[src/rtl/seg_mux_scheduler.sv]
// rtl/seg_mux_scheduler.sv - two-digit seven-segment time-multiplexing scheduler
//
// Shares one hex-to-seven-segment decoder and one segment bus between the two
// digits of a dual display. Each digit is driven for ON_CYCLES cycles per
// frame. Optionally, an all-off interval of BLANK_CYCLES cycles separates the
// digits to suppress ghosting.
//
// Build option:
//   SEG_MUX_BLANK_EN  defined   -> SHOW0, BLANK0, SHOW1, BLANK1 schedule
//                     undefined -> SHOW0, SHOW1 only; BLANK_CYCLES unused
//
// Parameters:
//   ON_CYCLES     cycles each digit is driven per frame (>= 2)
//   BLANK_CYCLES  cycles of all-off between digits (>= 1, blanking builds only)
//
// Ports:
//   clk    in   system clock
//   reset  in   synchronous active-high reset
//   s0     in   [3:0] nibble for digit 0, captured when SHOW0 is entered
//   s1     in   [3:0] nibble for digit 1, captured when SHOW1 is entered
//   hex    out  [3:0] nibble presented to the shared decoder
//   an     out  [1:0] active-low anode enables, an[0] = digit 0
//   digit  out  index of the digit currently owning the bus
//   frame  out  one-cycle pulse on the first cycle of every SHOW0

module seg_mux_scheduler #(
    parameter int ON_CYCLES    = 50000,
    parameter int BLANK_CYCLES = 1000
) (
    input  logic       clk,
    input  logic       reset,
    input  logic [3:0] s0,
    input  logic [3:0] s1,
    output logic [3:0] hex,
    output logic [1:0] an,
    output logic       digit,
    output logic       frame
);

    // The counter only has to reach the larger of the two terminal values,
    // so it is sized from the larger interval length.
    localparam int MAX_CYCLES = (ON_CYCLES > BLANK_CYCLES) ? ON_CYCLES : BLANK_CYCLES;
    localparam int CW         = (MAX_CYCLES > 1) ? $clog2(MAX_CYCLES) : 1;

    localparam logic [CW-1:0] ON_LAST    = CW'(ON_CYCLES - 1);
`ifdef SEG_MUX_BLANK_EN
    localparam logic [CW-1:0] BLANK_LAST = CW'(BLANK_CYCLES - 1);
`endif

    // The encoding keeps bit 1 as the owning digit, but digit is still
    // decoded explicitly below so the encoding may change freely.
    typedef enum logic [1:0] {
        SHOW0  = 2'd0,
        BLANK0 = 2'd1,
        SHOW1  = 2'd2,
        BLANK1 = 2'd3
    } state_t;

    state_t          state_q;
    state_t          state_d;
    logic [CW-1:0]   count_q;
    logic [3:0]      h0_q;
    logic [3:0]      h1_q;

    logic            state_change;
    logic            enter_show0;
    logic            enter_show1;

    // ------------------------------------------------------------------
    // Next-state logic
    // ------------------------------------------------------------------
    always_comb begin
        state_d = state_q;
        case (state_q)
            SHOW0: begin
                if (count_q == ON_LAST) begin
`ifdef SEG_MUX_BLANK_EN
                    state_d = BLANK0;
`else
                    state_d = SHOW1;
`endif
                end
            end
            SHOW1: begin
                if (count_q == ON_LAST) begin
`ifdef SEG_MUX_BLANK_EN
                    state_d = BLANK1;
`else
                    state_d = SHOW0;
`endif
                end
            end
`ifdef SEG_MUX_BLANK_EN
            BLANK0: begin
                if (count_q == BLANK_LAST) begin
                    state_d = SHOW1;
                end
            end
            BLANK1: begin
                if (count_q == BLANK_LAST) begin
                    state_d = SHOW0;
                end
            end
`endif
            // Without blanking the BLANK states are unreachable; recover to
            // the start of the frame should one ever be observed.
            default: state_d = SHOW0;
        endcase
    end

    assign state_change = (state_d != state_q);
    assign enter_show0  = state_change && (state_d == SHOW0);
    assign enter_show1  = state_change && (state_d == SHOW1);

    // ------------------------------------------------------------------
    // State, counter and holding registers
    // ------------------------------------------------------------------
    always_ff @(posedge clk) begin
        if (reset) begin
            // Reset counts as entering SHOW0 but deliberately loads zero,
            // so the first frame after reset shows 0 rather than s0.
            state_q <= SHOW0;
            count_q <= '0;
            h0_q    <= 4'h0;
            h1_q    <= 4'h0;
        end else begin
            state_q <= state_d;
            if (state_change) begin
                count_q <= '0;
            end else begin
                count_q <= count_q + CW'(1);
            end
            // Inputs are sampled only at the start of a digit's slot so a
            // digit can never change while it is lit.
            if (enter_show0) begin
                h0_q <= s0;
            end
            if (enter_show1) begin
                h1_q <= s1;
            end
        end
    end

    // ------------------------------------------------------------------
    // Moore outputs: state and holding registers only, no path from s0/s1
    // ------------------------------------------------------------------
    always_comb begin
        digit = 1'b0;
        an    = 2'b11;
        case (state_q)
            SHOW0: begin
                digit = 1'b0;
                an    = 2'b10;
            end
            BLANK0: begin
                digit = 1'b0;
                an    = 2'b11;
            end
            SHOW1: begin
                digit = 1'b1;
                an    = 2'b01;
            end
            BLANK1: begin
                digit = 1'b1;
                an    = 2'b11;
            end
            default: begin
                digit = 1'b0;
                an    = 2'b11;
            end
        endcase
    end

    // During blanking hex keeps the value of the digit that just finished,
    // which avoids a spurious decoder transition while the anodes are off.
    assign hex   = digit ? h1_q : h0_q;
    assign frame = (state_q == SHOW0) && (count_q == '0);

endmodule

[config.mk]
export PLATFORM = sky130hd
export DESIGN_NAME = seg_mux_scheduler
export DESIGN_NICKNAME = d
export VERILOG_FILES = /design/src/rtl/seg_mux_scheduler.sv
export SDC_FILE = /design/constraint.sdc
export NUM_CORES = 1
export LEC_CHECK = 0
export ABC_AREA = 1
export CORE_UTILIZATION = 57
export CTS_CLUSTER_SIZE = 10
export DETAILED_ROUTE_END_ITERATION = 7
export PLACE_DENSITY = 0.93
export SLEW_MARGIN = 20
export SYNTH_ARGS = -nofsm -noshare
export SYNTH_HDL_FRONTEND = slang
export SYNTH_SLANG_ARGS = --single-unit
[constraint.sdc]
create_clock -name clk -period 3.15 [get_ports clk]
set_input_delay 0.315 -clock clk [delete_from_list [all_inputs] [get_ports clk]]
set_output_delay 0.315 -clock clk [all_outputs]
set_load 0.005 [all_outputs]
# Word level (Yosys, flattened, before mapping)
# Cells that the tools add are included.
[totals] out_inout_bits=8 in_bits=10 word_cells=27 regBits=26
[op_classes] n_eq_ne=6 n_addsub=1 n_mux=6 reduce_logical=10
[op_table] cell="adder 16 x 1 -> 16 bit (second input constant)" n=1
[op_table] cell="== test 16 bit (second input constant)" n=1
[op_table] cell="logical NOT 16 bit" n=1
[op_table] cell="OR reduction 2 bit" n=4
[op_table] cell="== test 2 bit (second input constant)" n=3
[op_table] cell="one-hot mux 2 bit (3 select lines)" n=1
[op_table] cell="logical NOT 2 bit" n=2
[op_table] cell="two-way mux 2 bit" n=2
[op_table] cell="two-way mux 4 bit" n=1
[op_table] cell="one-hot mux 2 bit (2 select lines)" n=1
[op_table] cell="logical AND 1 bit" n=3
[op_table] cell="== test 2 x 1 -> 1 bit (second input constant)" n=1
[op_table] cell="inequality test 2 bit" n=1
[op_table] cell="one-hot mux 1 bit (2 select lines)" n=1

# Depth between registers and ports, before layout
[logic_depth] ltp_word=5 ltp_mapped=9 mapped_depth_nobuf=9

# Worst setup path after synthesis
# Ideal clock, no wire load.
[synth_timing] path_type="flip-flop to flip-flop" start="reg count_q[0]" end="reg count_q[0]" path_buffers=1 required_ns=3.033 stages_incl_launch_ff=8 period_less_slack_ns=1.362 setup_ns=0.117 arrival_time_ns=1.245 slack_ns=1.788 cell_sequence="dfxtp_1 > ha_1 > nand3_1 > nor2_2 > nand2_2 > nand3_4 > buf_8 > nor2_1"
[synth_via] elab_chain_len=5 word_cells_on_any_way=7 cone_classes="add/sub: 1; eq/ne: 2; mux: 3; reduce/logical: 1"
[synth_rtl] item="start, declared" line="61" source="logic [CW-1:0] count_q;"
[synth_rtl] item="start signal, assigned" line="131" source="count_q <= count_q + CW'(1);"
[synth_rtl] item="== test 16 bit" line="76, 85"
[synth_rtl] item="two-way mux 2 bit (on tied branches)" line="85, 76"
[synth_rtl] item="one-hot mux 2 bit (2 select lines)" line="74" source="case (state_q)"
[synth_rtl] item="inequality test 2 bit" line="111" source="assign state_change = (state_d != state_q);"
[synth_rtl] item="OR reduction 2 bit (no line)"
# Several ways; a longest one is shown, not always the timed one.
# A chain may end at the register's enable or synchronous reset.

# Worst setup path after layout
[layout_timing] start="reg state_q[1]" end="out frame"
[layout_via] elab_chain_len=2
[layout_rtl] item="start, declared" line="59" source="state_t state_q;"
[layout_rtl] item="start signal, assigned" line="127" source="state_q <= state_d;"
[layout_rtl] item="logical NOT 2 bit" line="177" source="assign frame = (state_q == SHOW0) && (count_q == '0);"
[layout_rtl] item="logical AND 1 bit" line="177"
[layout_rtl] item="end, declared" line="37" source="output logic frame"
# Every way passes these cells.

==> run summary <==
dpl hpwl: 2150 um
max-capacitance violation count: 0
cell taking the most area after synthesis: dfxtp_1
worst min path class: flop to flop
P&R area growth vs syn: 16.5%
Startpoint Class: flop
placed cells: 231
Num Clock Sinks: 26
nets@finish: 220
crit path DAT: 1.94 ns
Flop pwr share: 61.1%
PwrDens: 359 mW/mm2
register bit count reported by yosys: 26
multi-input logic area: 688 um2
outcome: finished, violations left
post-route insts no fill: 235
Core Area: 0.00219 mm2
cell area after synthesis: 0.00133 mm2
setup ws final: 0.891 ns
RSZ-0062 raised after global routing: false
DIE AREA: 0.00252 mm2
Layout Skew: 0.00335 ns
setup slack at placement: 1.29 ns
ys flop type: dfxtp_1
post-layout min period: 2.26 ns
Layout Utilization: 70.5%
All-Layer GR Usage: 24.6%
vias per cell: 5.31
Mapped Cells: 189
TNS Setup: 0 ns
synth warn: 0
pin count of the biggest net entering global routing: 17
syn_nets: 201
Synth area leaders: dfxtp_1, nor2_1, nand2_1, inv_1, a21oi_1
crit path kind: flop to output pin
remaining antenna violation count: 0
CTS tree: done
first-pass iteration count of the detailed router: 6
most frequent cell after synthesis: nor2_1
Netlist cell types: 27
share of post-route cells with drive strength above 1: 9.18%
final WL: 2870 um
Avg WL per Cell: 12.2 um
CP Capture Type: output pin
Post-synth EDFFs: 0
peak supply drop: 0.340 mV
Clk pwr share: 29.8%
effective utilization at floorplan: 60.5%
final hold violations: 0
# diodes: 0
failing checks: design-rule violations
total grt overflow: 0
DRC: 1
Synth top cells by count: nor2_1, nand2_1, dfxtp_1, inv_1
fin area: 0.00154 mm2
worst-path fanout max: 12
Std-Cell Rows: 17
Die X: 50.2 um
period utilization: 71.7%
clock slew at reported path FFs: 0.13 ns
I/O Buffers: 17
buffer count from post-CTS setup fixing: 0
CTS buffer count: 3
first-pass GRT wire length: 4640 um
number of global-route vias before repair: 1155
H-tree level count: 1
Seq/Total Area, Yosys: 39.3%
die height: 50.2 um
Max Fclk: 443 MHz
Psw: 0.000123 W
syn_area_per_cell: 7.01 um2
initial antenna violation count: 0
endpoints failing setup: 0
filler cell count: 169
Resized cells post-CTS: 0
internal power: 0.000432 W
worst skew pair latency: 0.32 ns
Synth top area share: 39.3%
dpl cell area: 0.00151 mm2
# IOs: 18
CTS Buffer Depth: 2
Leakage: 0.611 nW
Combinational Power Share: 9.1%
WP data required: 2.83 ns
sequential cell area: 520 um2
drt first-iter violations: 53
Async S/R FF share, synth: 0%
final slew viol count: 0
via count: 1248
clk root buf: clkbuf_4
cts hold-fix bufs: 0
sw frac: 22.1%
routability-driven placement congestion ratio: 0.923
[cell families (layout without fill, tap and decap cells)]
| kind of cell | count (synthesis) | in the layout | share of synthesized area, % |
|---|---|---|---|
| buffers and inverters | 28 | 46 | 8.78 |
| AO/OA/AOI/OAI | 16 | 16 | 6.61 |
| AND/OR/NAND/NOR | 110 | 110 | 39.2 |
| other | 1 | 1 | 0.283 |
| adder cells (fa/ha/maj) | 2 | 2 | 1.89 |
| flip-flops | 26 | 26 | 39.3 |
| XOR/XNOR | 6 | 6 | 3.97 |
[power by group through the flow]
stage | combinational (W) | clock [W] | sequential, W
3_3_place_gp | 0.0000481 | 0 | 0.000345
5_1_grt | 0.0000547 | 0.000181 | 0.000339
4_1_cts | 0.0000503 | 0.000169 | 0.000338
2_1_floorplan | 0.0000261 | 0 | 0.000344
3_5_place_dp | 0.0000500 | 0 | 0.000345
6_report | 0.0000504 | 0.000165 | 0.000338
[worst max-delay path, stage by stage (launching register included)]
cell and delay [ns]:
dfxtp_1 0.44, nor2_1 0.29, nand4_1 0.13, nor4_1 0.20, clkdlybuf4s50_1 0.55
[cells in the final DEF, fill, tap and decap left out, types with 2 or more instances in the layout]
cell,n
nand4_1,4
a21oi_2,2
ha_1,2
nor2_1,40
nand3_1,13
nand2_2,2
a21oi_1,13
clkinv_1,2
nor3b_1,2
clkdlybuf4s50_1,17
nand3_2,2
nand2_1,35
inv_1,22
dfxtp_1,26
xor2_1,5
or2_0,2
clkbuf_4,3
nor2_2,5
[sequential cells by signal, summed over array words and instances (netlist names)]
signal / flops
count_q: 16
h0_q: 4
h1_q: 4
state_q: 2
[worst paths after layout]
check,endpoint,cells after the start,startpoint,slack (ns)
min,h0_q[1],2,h0_q[1],0.51
min reg2reg,h0_q[1],2,h0_q[1],0.51
max reg2reg,h0_q[2],8,count_q[0],1.59
max,frame,4,state_q[1],0.89
[per-stage QoR]
stage	hold WS (ns)	power [W]
3_3_place_gp	0.452	0.000393
6_report	0.507	0.000554
2_1_floorplan	0.384	0.000370
4_1_cts	0.505	0.000558
5_1_grt	0.526	0.000575
3_5_place_dp	0.471	0.000395
[metal layers]
layer  GRT usage [%]  routed length [um]
met1            28.3                1250
met2            42.9                1420
met3            6.97                 171
met4            9.05                  24
met5               0                   0
[area by class of cell]
class | instances | area share (%)
timing repair buffer | 17 | 11.0
multi-input combinational | 135 | 44.6
clock buffer | 4 | 2.35
sequential | 26 | 33.7
inverter | 25 | 6.08
tap | 28 | 2.27
No activity file was read; power rests on OpenSTA's default activity.
